$ cat src/rtl/tone_pkg.sv
// rtl/tone_pkg.sv - shared types, defaults and the default melody for the tone sequencer
package tone_pkg;

  localparam logic [31:0] AMPLITUDE_DEF = 32'h1000_0000;
  localparam int          NUM_NOTES_DEF = 16;

  typedef struct packed {
    logic [7:0]  half_period;
    logic [15:0] duration;
    logic        last;
  } note_t;

  typedef note_t [NUM_NOTES_DEF-1:0] melody_t;

  typedef enum logic [1:0] {
    ST_IDLE,
    ST_LOAD,
    ST_PLAY,
    ST_DONE
  } state_t;

  // Half periods assume a 48 kHz sample rate; durations are quarter/half seconds.
  function automatic melody_t default_melody();
    melody_t m;
    m = '0;
    m[0] = '{half_period: 8'd92, duration: 16'd12000, last: 1'b0};
    m[1] = '{half_period: 8'd82, duration: 16'd12000, last: 1'b0};
    m[2] = '{half_period: 8'd73, duration: 16'd12000, last: 1'b0};
    m[3] = '{half_period: 8'd69, duration: 16'd12000, last: 1'b0};
    m[4] = '{half_period: 8'd61, duration: 16'd12000, last: 1'b0};
    m[5] = '{half_period: 8'd0,  duration: 16'd6000,  last: 1'b0};
    m[6] = '{half_period: 8'd92, duration: 16'd24000, last: 1'b1};
    return m;
  endfunction

  localparam melody_t DEFAULT_MELODY = default_melody();

endpackage

$ cat src/rtl/tone_sequencer_if.sv
// rtl/tone_sequencer_if.sv - sample/write handshake toward the Audio_Controller
interface tone_sequencer_if;

  logic        audio_out_allowed;
  logic        write_audio_out;
  logic [31:0] left_channel_audio_out;
  logic [31:0] right_channel_audio_out;

  modport master (
    input  audio_out_allowed,
    output write_audio_out,
    output left_channel_audio_out,
    output right_channel_audio_out
  );

  modport slave (
    output audio_out_allowed,
    input  write_audio_out,
    input  left_channel_audio_out,
    input  right_channel_audio_out
  );

endinterface

$ cat src/rtl/tone_table.sv
// rtl/tone_table.sv - melody ROM with a one-cycle registered read
module tone_table
  import tone_pkg::*;
#(
  parameter int                    NUM_NOTES = NUM_NOTES_DEF,
  parameter note_t [NUM_NOTES-1:0] MELODY    = DEFAULT_MELODY
) (
  input  logic                         clk,
  input  logic [$clog2(NUM_NOTES)-1:0] addr,
  output note_t                        data
);

  note_t data_q;
  note_t data_d;

  always_comb begin
    data_d = MELODY[addr];
  end

  always_ff @(posedge clk) begin
    data_q <= data_d;
  end

  assign data = data_q;

endmodule

$ cat src/rtl/tone_sequencer.sv
// rtl/tone_sequencer.sv - steps through the melody ROM and writes square-wave samples
module tone_sequencer
  import tone_pkg::*;
#(
  parameter logic [31:0]           AMPLITUDE = AMPLITUDE_DEF,
  parameter int                    NUM_NOTES = NUM_NOTES_DEF,
  parameter note_t [NUM_NOTES-1:0] MELODY    = DEFAULT_MELODY
) (
  input  logic                         CLOCK_50,
  input  logic                         reset,
  input  logic                         start,
  input  logic                         stop,
  tone_sequencer_if.master             audio,
  output logic                         busy,
  output logic                         done,
  output logic [$clog2(NUM_NOTES)-1:0] note_index
);

  localparam int            IW       = $clog2(NUM_NOTES);
  localparam logic [IW-1:0] LAST_IDX = IW'(NUM_NOTES - 1);
  localparam logic [31:0]   NEG_AMP  = ~AMPLITUDE + 32'd1;

  state_t        state_q, state_d;
  logic [IW-1:0] idx_q, idx_d;
  note_t         note_q, note_d;
  logic [7:0]    phase_q, phase_d;
  logic [15:0]   dur_q, dur_d;
  logic          pol_q, pol_d;
  logic [31:0]   sample_q, sample_d;
  logic          done_q, done_d;
  note_t         rom_data;
  logic          wr;
  logic [15:0]   dur_last;

  // The ROM is addressed with the next index so the entry is ready by the end of LOAD.
  tone_table #(
    .NUM_NOTES (NUM_NOTES),
    .MELODY    (MELODY)
  ) u_table (
    .clk  (CLOCK_50),
    .addr (idx_d),
    .data (rom_data)
  );

  assign wr       = (state_q == ST_PLAY) && audio.audio_out_allowed;
  assign dur_last = (note_q.duration == 16'd0) ? 16'd0 : note_q.duration - 16'd1;

  always_ff @(posedge CLOCK_50) begin
    if (reset) begin
      state_q  <= ST_IDLE;
      idx_q    <= '0;
      note_q   <= '0;
      phase_q  <= '0;
      dur_q    <= '0;
      pol_q    <= 1'b0;
      sample_q <= '0;
      done_q   <= 1'b0;
    end else begin
      state_q  <= state_d;
      idx_q    <= idx_d;
      note_q   <= note_d;
      phase_q  <= phase_d;
      dur_q    <= dur_d;
      pol_q    <= pol_d;
      sample_q <= sample_d;
      done_q   <= done_d;
    end
  end

  always_comb begin
    state_d  = state_q;
    idx_d    = idx_q;
    note_d   = note_q;
    phase_d  = phase_q;
    dur_d    = dur_q;
    pol_d    = pol_q;
    sample_d = sample_q;
    done_d   = 1'b0;
    unique case (state_q)
      ST_IDLE: begin
        sample_d = '0;
        if (start) begin
          state_d = ST_LOAD;
          idx_d   = '0;
        end
      end
      ST_LOAD: begin
        state_d  = ST_PLAY;
        note_d   = rom_data;
        phase_d  = '0;
        dur_d    = '0;
        pol_d    = 1'b1;
        sample_d = (rom_data.half_period == 8'd0) ? '0 : AMPLITUDE;
      end
      ST_PLAY: begin
        if (wr) begin
          // The toggling write still carries the old sample; the new one lands on this edge.
          if (note_q.half_period != 8'd0) begin
            if (phase_q == note_q.half_period - 8'd1) begin
              phase_d  = '0;
              pol_d    = ~pol_q;
              sample_d = pol_q ? NEG_AMP : AMPLITUDE;
            end else begin
              phase_d = phase_q + 8'd1;
            end
          end
          if (dur_q == dur_last) begin
            if (note_q.last) begin
              state_d = ST_DONE;
            end else begin
              state_d = ST_LOAD;
              idx_d   = (idx_q == LAST_IDX) ? '0 : idx_q + 1'b1;
            end
          end else begin
            dur_d = dur_q + 16'd1;
          end
        end
      end
      ST_DONE: begin
        state_d  = ST_IDLE;
        done_d   = 1'b1;
        sample_d = '0;
      end
      default: state_d = ST_IDLE;
    endcase
    if (stop) begin
      state_d  = ST_IDLE;
      idx_d    = idx_q;
      sample_d = '0;
      done_d   = 1'b0;
    end
  end

  always_comb begin
    audio.write_audio_out         = wr;
    audio.left_channel_audio_out  = sample_q;
    audio.right_channel_audio_out = sample_q;
    busy                          = (state_q == ST_LOAD) || (state_q == ST_PLAY);
    done                          = done_q;
    note_index                    = idx_q;
  end

endmodule

$ cat src/flat_wrapper.sv
// flat-port wrapper written by rule: the top's interface ports become plain ports
module tone_sequencer_flat import tone_pkg::*;
#(
  parameter logic [31:0]           AMPLITUDE = AMPLITUDE_DEF,
  parameter int                    NUM_NOTES = NUM_NOTES_DEF,
  parameter note_t [NUM_NOTES-1:0] MELODY    = DEFAULT_MELODY
)
  (CLOCK_50, reset, start, stop, busy, done, note_index, audio_audio_out_allowed, audio_write_audio_out, audio_left_channel_audio_out, audio_right_channel_audio_out);
  tone_sequencer_if audio_i ();
  input  logic CLOCK_50;
  input  logic reset;
  input  logic start;
  input  logic stop;
  output logic busy;
  output logic done;
  output logic [$clog2(NUM_NOTES)-1:0] note_index;
  input wire logic [$bits(audio_i.audio_out_allowed)-1:0] audio_audio_out_allowed;
  output wire logic [$bits(audio_i.write_audio_out)-1:0] audio_write_audio_out;
  output wire logic [$bits(audio_i.left_channel_audio_out)-1:0] audio_left_channel_audio_out;
  output wire logic [$bits(audio_i.right_channel_audio_out)-1:0] audio_right_channel_audio_out;
  assign audio_i.audio_out_allowed = audio_audio_out_allowed;
  assign audio_write_audio_out = audio_i.write_audio_out;
  assign audio_left_channel_audio_out = audio_i.left_channel_audio_out;
  assign audio_right_channel_audio_out = audio_i.right_channel_audio_out;
  tone_sequencer #(.AMPLITUDE(AMPLITUDE), .NUM_NOTES(NUM_NOTES), .MELODY(MELODY)) u_core (.CLOCK_50(CLOCK_50), .reset(reset), .start(start), .stop(stop), .audio(audio_i), .busy(busy), .done(done), .note_index(note_index));
endmodule
$ cat config.mk
export PLATFORM = sky130hd
export DESIGN_NAME = tone_sequencer_flat
export DESIGN_NICKNAME = d
export VERILOG_FILES = /design/src/rtl/tone_pkg.sv /design/src/rtl/tone_sequencer_if.sv /design/src/rtl/tone_table.sv /design/src/rtl/tone_sequencer.sv /design/src/flat_wrapper.sv
export SDC_FILE = /design/constraint.sdc
export NUM_CORES = 1
export LEC_CHECK = 0
export CAP_MARGIN = 20
export CORE_MARGIN = 3
export CORE_UTILIZATION = 35
export CTS_CLUSTER_DIAMETER = 150
export DETAILED_ROUTE_END_ITERATION = 8
export SKIP_CTS_REPAIR_TIMING = 1
export SLEW_MARGIN = 40
export SYNTH_ARGS = -nofsm -noshare
export SYNTH_HDL_FRONTEND = slang
export SYNTH_SLANG_ARGS = --single-unit
$ cat constraint.sdc
create_clock -name CLOCK_50 -period 6.69 [get_ports CLOCK_50]
set_clock_uncertainty 0.1 [all_clocks]
set_input_delay 1.338 -clock CLOCK_50 [delete_from_list [all_inputs] [get_ports CLOCK_50]]
set_output_delay 1.338 -clock CLOCK_50 [all_outputs]
set_load 0.05 [all_outputs]
==> results of run 1 <==
[report_power, final]
| group | switching, mW | internal (mW) | total (mW) |
|---|---|---|---|
| registers | 0.0102 | 0.375 | 0.385 |
| logic | 0.128 | 0.0447 | 0.172 |
| clock network | 0.171 | 0.339 | 0.509 |
| total | 0.308 | 0.758 | 1.07 |
[worst max-delay path: cells and delay by family]
family,cells,cell delay (ns)
buffers and inverters,2,1.38
AND/OR/NAND/NOR,1,0.25
[logic make-up after synthesis]
logic type	count (synthesis)	synth area share
AND/OR/NAND/NOR	166	0.2288
AO/OA/AOI/OAI	63	0.1067
XOR/XNOR	38	0.08370
multiplexers	23	0.06042
adder cells (fa/ha/maj)	14	0.04405
flip-flops	62	0.3121
buffers and inverters	106	0.1633
other	1	0.0009431
[placed cells by master (no fill, tap or decap), drive strengths merged, types with 10 or more instances in the layout]
cell type and count:
and2 10, a21oi 16, mux2i 21, xor2 27, clkbuf 10, ha 14, clkdlybuf4s50 19, nor2 60
nand4 16, conb 56, inv 17, dfxtp 62, o21ai 13, xnor2 11, nand2 14
[layer usage]
metal,vias to the layer above,share of wire,global-route usage
li1,1496,-,-
met3,7,0.043,0.02803
met5,-,0,0
met4,0,0.011,0.04087
met1,1398,0.47,0.1618
met2,74,0.48,0.2093
[metrics by stage]
| step | worst slack, ns | utilization |
|---|---|---|
| floorplan | 2.752 | - |
| global placement | 2.259 | 0.3608 |
| detailed placement | 2.248 | 0.3614 |
| CTS | 2.239 | 0.3914 |
| global route | 2.076 | 0.3917 |
| finish | 2.276 | 0.3917 |
[how the worst max path moves through the flow]
stage | endpoint | slack (ns) | depth (start not counted)
2_1_floorplan | u_core.u_table.data[19] | 2.75 | 9
3_3_place_gp | audio_write_audio_out | 2.26 | 3
3_5_place_dp | audio_write_audio_out | 2.25 | 3
4_1_cts | audio_write_audio_out | 2.24 | 3
5_1_grt | u_core.u_table.data[19] | 2.08 | 12
6_report | audio_write_audio_out | 2.28 | 3
[final cells by class]
cell class / count / share of cell area
clock buffer: 10 / 0.05556
clock inverter: 6 / 0.02123
inverter: 15 / 0.01309
multi-input combinational: 360 / 0.5349
sequential: 62 / 0.2885
tap: 140 / 0.04072
timing repair buffer: 20 / 0.04596
[sequential cells by signal (all words and copies together) (netlist names)]
register                             cells
u_core.phase_q                           8
u_core.note_index                        4
u_core.done                              1
u_core.pol_q                             1
u_core.audio.left_channel_audio_out      2
u_core.dur_q                            16
u_core.state_q                           2
u_core.note_q                           14
u_core.u_table.data                     14
==> results.yml, run 1 <==
timing:
  hold_violations: 0
  fmax_mhz: 226.5
  tns_ns: 0
  holdWs_ns: 0.3643
  final.period_utilization: 0.6599
  period_needed_ns: 4.414
  rsz0062_at_grt: "no"
  worst_pin_slew_ns: 0.6840
  slew_headroom: 0.5398
  setup_viol: 0
  slew_violations: 0
finish:
  seq_area_sq_um: 1241
  nFillCells: 1114
  multiInputGateArea_sq_um: 2301
  nets: 487
  syn_to_final_growth_pct: 8.181
  fin_area_sq_um: 4302
  drive_above_1_share: 0.08245
  antenna_cells: 0
  final_cell_count_no_fill: 613
power:
  vdd_drop_max_mv: 0.1523
  p_per_area_nw_per_um2: 247.9
  p_leak_nw: 1.744
  p_total_mw: 1.066
worst_hold_path:
  hold_depth: 2
  min_to: "u_core.note_q[15]"
  hold_class: "flop to flop"
  min_from: "u_core.u_table.data[0]"
grt:
  grt_pass1_wl_mm: 13.16
  grt_pass1_vias: 2718
  overflow: 0
  grt_max_degree: 27
  track_usage: 0.1259
  antenna_found_initial: 0
placed_design:
  portBuffers: 19
  place_inst: 597
  hpwl_mm: 5.890
  place_congestion: 0.8055
  dpl-instance-area_sq_um: 3969
floorplan:
  core_area_sq_um: 10980
  floorplan.die_area_sq_um: 12680
  io_pins: 76
  die_x_microns: 112.6
  num_rows: 38
  die_h_microns: 112.6
  initial_core_util: 0.3620
detailed_routing:
  drc_errors: 0
  drt_wl_total_mm: 7.944
  ant_nets: 0
  post_drt_wl_per_cell_microns: 12.96
  vias: 2975
  via_per_inst: 4.853
  first_pass_iters: 4
  drt_iter0_drc: 123
synthesis:
  ys_async_sr_fraction: 0
  synth_top_area_share: 0.3121
  yosysWarnings: 0
  syn_area_sq_um: 3976
  avgSynthCellArea_sq_um: 8.407
  synth_commonest_cells: "buf_4 (62), dfxtp_1 (62), nor2_1 (60), xor2_1 (27)"
  synth_top_cell_by_area: "dfxtp_1"
  ys_types: 64
  synth_seq_cells: 62
  syn_inst: 473
  synthFlopType: "dfxtp_1"
  synth-seq-area-share: 0.3121
  synth_area_leaders: "dfxtp_1 (31%), buf_4 (12%), xor2_1 (5.9%), nor2_1 (5.7%), mux2i_1 (5.3%)"
  synth_edf_count: 0
clocking:
  insertion_delay_ns: 0.32
  cts_tree: "built"
  cts_root_buf: "clkbuf_16"
  cts_sinks: 62
  cts-htree-levels: 3
  cts_buffers: 9
  clockBufferDepth: 2
  clk_pin_slew_ns: 0.05
worst_setup_path:
  cp_max_fo: 5
  cp-end-kind: "output port"
  ff2ff_setup_slack_ns: 2.42
  rr_endpoint: "u_core.u_table.data[19]"
  cpMostUsedCell: "clkdlybuf4s50_1"
  required_ns: 5.25
  cp-startpoint: "audio_audio_out_allowed"
  slowest_delay_ns: 0.83
  cp_cell_sequence: "clkdlybuf4s50_1 > and2_1 > clkdlybuf4s50_1"
  critPathSlowestCell: "clkdlybuf4s50_1"
  critPathKind: "input port to output port"
  r2r_cells: 12
  r2r-start: "u_core.note_q[10]"
  arrival_ns: 2.98
  crit_path_start_kind: "input port"
status:
  status: "finished clean"
flow_run:
  maxCapViolCount: 0
Power figures use the tool's default switching activity.
==> inputs of run 2 (changes only) <==
==> constraint.sdc (replaced) <==
create_clock -name CLOCK_50 -period 4.51 [get_ports CLOCK_50]
set_clock_uncertainty 0.1 [all_clocks]
set_input_delay 0.902 -clock CLOCK_50 [delete_from_list [all_inputs] [get_ports CLOCK_50]]
set_output_delay 0.902 -clock CLOCK_50 [all_outputs]
set_load 0.05 [all_outputs]
==> results.yml, run 2 (synthesized netlist as in run 1, its figures left out) <==
worst_setup_path:
  critPathKind: "flop to flop"
  cp-startpoint: "u_core.note_q[10]"
  cp-end-kind: "flop"
  cp_cell_sequence: "inv_1 > ha_1 > or4b_1 > nand2b_4 > or3_4 > a211oi_2 > nor4b_4 > mux2i_1 > inv_1 > ha_1 > or2_1 > a21oi_1"
  required_ns: 4.67
  critPathSlowestCell: "or4b_1"
  cp_top_family: "simple AND/OR/NAND/NOR gates"
  r2r-start: "u_core.note_q[10]"
  crit_path_start_kind: "flop"
  slowest_delay_ns: 0.62
  cp_max_fo: 13
  arrival_ns: 4.33
  crit_buf_inv: 2
worst_hold_path:
  hold_class: "flop to flop"
  min_from: "u_core.u_table.data[12]"
clocking:
  cts_tree: "built"
  clockBufferDepth: 2
  cts_sinks: 62
  cts_root_buf: "clkbuf_16"
  cts_buffers: 9
  clk_pin_slew_ns: 0.06
  insertion_delay_ns: 0.33
  cts-htree-levels: 3
status:
  status: "finished clean"
finish:
  drive_above_1_share: 0.08228
  nets: 488
  largest_reg_flops: 16
  layout_commonest_cell: "dfxtp_1"
  antenna_cells: 0
  syn_to_final_growth_pct: 8.622
  most-common-layout-cells: "dfxtp_1 (62), nor2_1 (60), conb_1 (56)"
  nFillCells: 1071
  top_register: "u_core.dur_q"
timing:
  slew_headroom: 0.5918
  worst_pin_slew_ns: 0.6068
  fmax_mhz: 239.8
  slew_violations: 0
  final.period_utilization: 0.9246
  rsz0062_at_grt: "no"
  setup_viol: 0
  tns_ns: 0
  period_needed_ns: 4.170
  setup_ws_ns: 0.3401
  hold_violations: 0
floorplan:
  die_x_microns: 112.6
  io_pins: 76
  num_rows: 38
  die_h_microns: 112.6
  floorplan.die_area_sq_um: 12680
  core_area_sq_um: 10980
  initial_core_util: 0.3620
flow_run:
  maxCapViolCount: 0
detailed_routing:
  vias: 2995
  drt_iter0_drc: 188
  via_per_inst: 4.878
  post_drt_wl_per_cell_microns: 13.24
  drt_wl_total_mm: 8.129
  drc_errors: 0
  first_pass_iters: 5
  ant_nets: 0
power:
  p_leak_nw: 1.756
  vdd_drop_max_mv: 0.2191
  p_total_mw: 1.627
  p_per_area_nw_per_um2: 376.6
placed_design:
  pre_cts_slack_ns: 0.3803
  hpwl_mm: 5.854
  portBuffers: 19
  place_congestion: 0.9215
grt:
  antenna_found_initial: 0
  grt_pass1_wl_mm: 13.53
  grt_pass1_vias: 2662
  overflow: 0
  track_usage: 0.1312
  grt_max_degree: 27
run 2: worst min-delay path, delay by kind of cell (launching register included):
| kind | cells | cell delay [ns] |
|---|---|---|
| flops | 1 | 0.30 |
| mux | 1 | 0.06 |
| simple gates | 1 | 0.07 |
run 2: area by class of cell:
| type | count | area [sq um] | share of cell area |
|---|---|---|---|
| Tap cell | 140 | 175.2 | 0.04056 |
| Clock inverter | 7 | 121.4 | 0.02810 |
| Timing Repair Buffer | 21 | 205.2 | 0.04751 |
| Clock buffer | 9 | 225.2 | 0.05214 |
| Inverter | 15 | 56.30 | 0.01304 |
| Multi-Input combinational cell | 360 | 2295 | 0.5313 |
| Sequential cell | 62 | 1241 | 0.2874 |
run 2: where the power goes:
| part | leakage, nW | internal [mW] | switching (mW) |
|---|---|---|---|
| registers | 0.501 | 0.556 | 0.0146 |
| clock network | 0.170 | 0.542 | 0.261 |
| logic | 1.08 | 0.0669 | 0.187 |
run 2: worst paths after layout:
path                                           endpoint  slack [ns]  depth (start not counted)
worst max-delay path            u_core.u_table.data[19]        0.34                         12
worst min-delay path                  u_core.note_q[12]        0.37                          2
worst max register to register  u_core.u_table.data[19]        0.34                         12
worst min register to register        u_core.note_q[12]        0.37                          2
run 2: routing by layer:
| metal | global-route usage | vias to the layer above | part of all wire |
|---|---|---|---|
| met5 | 0 | - | 0 |
| met4 | 0.05609 | 0 | 0.021 |
| met3 | 0.03288 | 11 | 0.053 |
| met2 | 0.1991 | 81 | 0.47 |
| met1 | 0.1768 | 1410 | 0.46 |
| li1 | - | 1493 | - |
run 2: through the flow:
stage,cells,hold WS [ns],utilization,area (sq um)
after CTS,614,0.3685,0.3933,4319
after global routing,614,0.3962,0.3933,4319
after floorplan,528,0.3404,-,4183
after global placement,598,0.3463,0.3615,3970
final,614,0.3676,0.3933,4319
after detailed placement,598,0.3591,0.3617,3973
==> inputs of run 3 (changes only) <==
--- a/config.mk
+++ b/config.mk
@@ -10,8 +10,9 @@
 export CORE_UTILIZATION = 35
 export CTS_CLUSTER_DIAMETER = 150
 export DETAILED_ROUTE_END_ITERATION = 8
+export HOLD_SLACK_MARGIN = 0.06
 export SKIP_CTS_REPAIR_TIMING = 1
-export SLEW_MARGIN = 40
 export SYNTH_ARGS = -nofsm -noshare
 export SYNTH_HDL_FRONTEND = slang
+export SYNTH_HIERARCHICAL = 1
 export SYNTH_SLANG_ARGS = --single-unit
==> results.yml, run 3 <==
detailed_routing:
  drc_errors: 0
  drt_iter0_drc: 233
  wl_met2_mm: 5.498
  via_per_inst: 5.278
  wl_met1_mm: 5.056
  post_drt_wl_per_cell_microns: 14.66
  vias: 4117
  dr.max_layer_used: "met4"
  ant_nets: 0
  drt_wl_total_mm: 11.44
  route.met3.wl_microns: 601
  first_pass_iters: 6
worst_setup_path:
  cp-end-kind: "flop"
  crit_path_start_kind: "flop"
  cp_max_fo: 8
  required_ns: 4.67
  critPathSlowestCell: "or4_4"
  slowest_delay_ns: 0.54
  critPathKind: "flop to flop"
  crit_buf_inv: 3
  arrival_ns: 4.29
  cp_top_family: "simple AND/OR/NAND/NOR gates"
  cp_cell_sequence: "inv_1 > ha_1 > or3b_2 > or4_4 > nor2_2 > o21ai_1 > a2111oi_4 > nand4_2 > o31a_1 > nor3_1 > buf_4 > inv_4 > nor4_4"
timing:
  final.period_utilization: 0.9152
  hold_violations: 0
  worst_pin_slew_ns: 0.6502
  period_needed_ns: 4.127
  setup_viol: 0
  setup_ws_ns: 0.3825
  rsz0062_at_grt: "no"
  slew_headroom: 0.5652
  slew_violations: 0
  tns_ns: 0
  holdWs_ns: 0.3855
  fmax_mhz: 242.3
synthesis:
  synthFlopType: "dfxtp_1"
  synth_edf_count: 0
  synth_seq_cells: 73
  synth_commonest_cells: "buf_4 (73), dfxtp_1 (73), nor2_1 (56), mux2i_1 (36), nand2_1 (27)"
  ys_async_sr_fraction: 0
  syn_area_sq_um: 5022
  ys_types: 79
  synth_top_area_share: 0.2910
  avgSynthCellArea_sq_um: 8.357
  synth-seq-area-share: 0.2910
  synth_top_cell_by_area: "dfxtp_1"
  syn_inst: 601
  yosysWarnings: 6
  synth_area_leaders: "dfxtp_1 (29%), buf_4 (11%), mux2i_1 (7.2%), nor2_1 (4.2%), ha_1 (3.5%)"
clocking:
  clockBufferDepth: 2
  cts_sinks: 73
  cts_tree: "built"
  cts_root_buf: "clkbuf_16"
  clk_pin_slew_ns: 0.06
  cts_buffers: 9
  cts-htree-levels: 3
  insertion_delay_ns: 0.34
power:
  p_total_mw: 1.874
  vdd_drop_max_mv: 0.1993
  p_leak_nw: 2.037
  p_per_area_nw_per_um2: 348.2
grt:
  grt_max_degree: 31
  grt_pass1_vias: 3773
  grt_pass1_wl_mm: 18.95
  track_usage: 0.1447
  overflow: 0
  antenna_found_initial: 0
placed_design:
  hpwl_mm: 8.453
  place_congestion: 0.8482
  pre_cts_slack_ns: 0.4395
  portBuffers: 19
floorplan:
  num_rows: 43
  initial_core_util: 0.3604
  core_area_sq_um: 13930
  io_pins: 76
  die_h_microns: 125.8
  floorplan.die_area_sq_um: 15820
  die_x_microns: 125.8
finish:
  syn_to_final_growth_pct: 7.150
  most-common-layout-cells: "dfxtp_1 (73), conb_1 (62), nor2_1 (56)"
  antenna_cells: 0
  drive_above_1_share: 0.08333
  nets: 614
  layout_commonest_cell: "dfxtp_1"
  nFillCells: 1409
  largest_reg_flops: 25
  multiInputGateArea_sq_um: 2999
  top_register: "u_core/note_q"
  seq_area_sq_um: 1461
flow_run:
  maxCapViolCount: 0
worst_hold_path:
  hold_class: "flop to flop"
status:
  status: "finished clean"
run 3: cell types whose count changed after synthesis, moves of 9 or more:
cell / change
inv_1: +9
nor3_1: +13
buf_4: +11
or4_1: +9
a21oi_1: +9
nand2_1: +14
dfxtp_1: +11
mux2i_1: +15
xor2_1: -11
nand4_1: -10
nand3_1: +12
run 3: tightest hold or removal path: cells and delay by family (launching register included):
kind | cells | cell delay (ns)
DFF | 1 | 0.30
and+or+nand+nor | 1 | 0.09
muxes | 1 | 0.06
run 3: per-layer routing:
| layer | up-vias | GRT usage |
|---|---|---|
| met3 | 26 | 0.04156 |
| li1 | 2009 | - |
| met5 | - | 0 |
| met1 | 1960 | 0.1814 |
| met4 | 0 | 0.05363 |
| met2 | 122 | 0.2373 |
run 3: final cells by class:
type                            count  share of cell area
Multi-Input combinational cell    458              0.5573
Sequential cell                    73              0.2716
Timing Repair Buffer               28             0.04790
Clock buffer                       10             0.04255
Tap cell                          180             0.04185
Clock inverter                      6             0.02093
Inverter                           25             0.01790
run 3: through the flow:
stage | std cells | utilization | cell area, sq um
finish | 780 | 0.3862 | 5381
global route | 780 | 0.3862 | 5381
CTS | 780 | 0.3862 | 5381
detailed placement | 764 | 0.3617 | 5040
global placement | 764 | 0.3617 | 5040
floorplan | 661 | - | 5248
run 3: cells by family (layout without fill, tap and decap cells):
family | Yosys count | in the layout | share of synthesized area
simple gates | 216 | 216 | 0.2429
buf+inv | 130 | 69 | 0.1567
compound gates | 100 | 100 | 0.1428
flops | 73 | 73 | 0.2910
mux | 37 | 37 | 0.07399
xor+xnor | 29 | 29 | 0.05630
fa+ha+maj | 14 | 14 | 0.03488
other cells | 2 | 62 | 0.001495
run 3: final timing paths:
check                         startpoint                      to  slack [ns]  cells after the start
setup / recovery        u_core/note_q[1]  u_core/u_table/data[5]        0.38                     13
hold / removal    u_core/u_table/data[5]        u_core/note_q[5]        0.39                      2
setup reg to reg        u_core/note_q[1]  u_core/u_table/data[5]        0.38                     13
hold reg to reg   u_core/u_table/data[5]        u_core/note_q[5]        0.39                      2
run 3: power breakdown:
part | internal (mW) | switching (mW) | total [mW]
logic | 0.112 | 0.255 | 0.367
registers | 0.657 | 0.0205 | 0.678
clock network | 0.543 | 0.286 | 0.829
total | 1.31 | 0.562 | 1.87
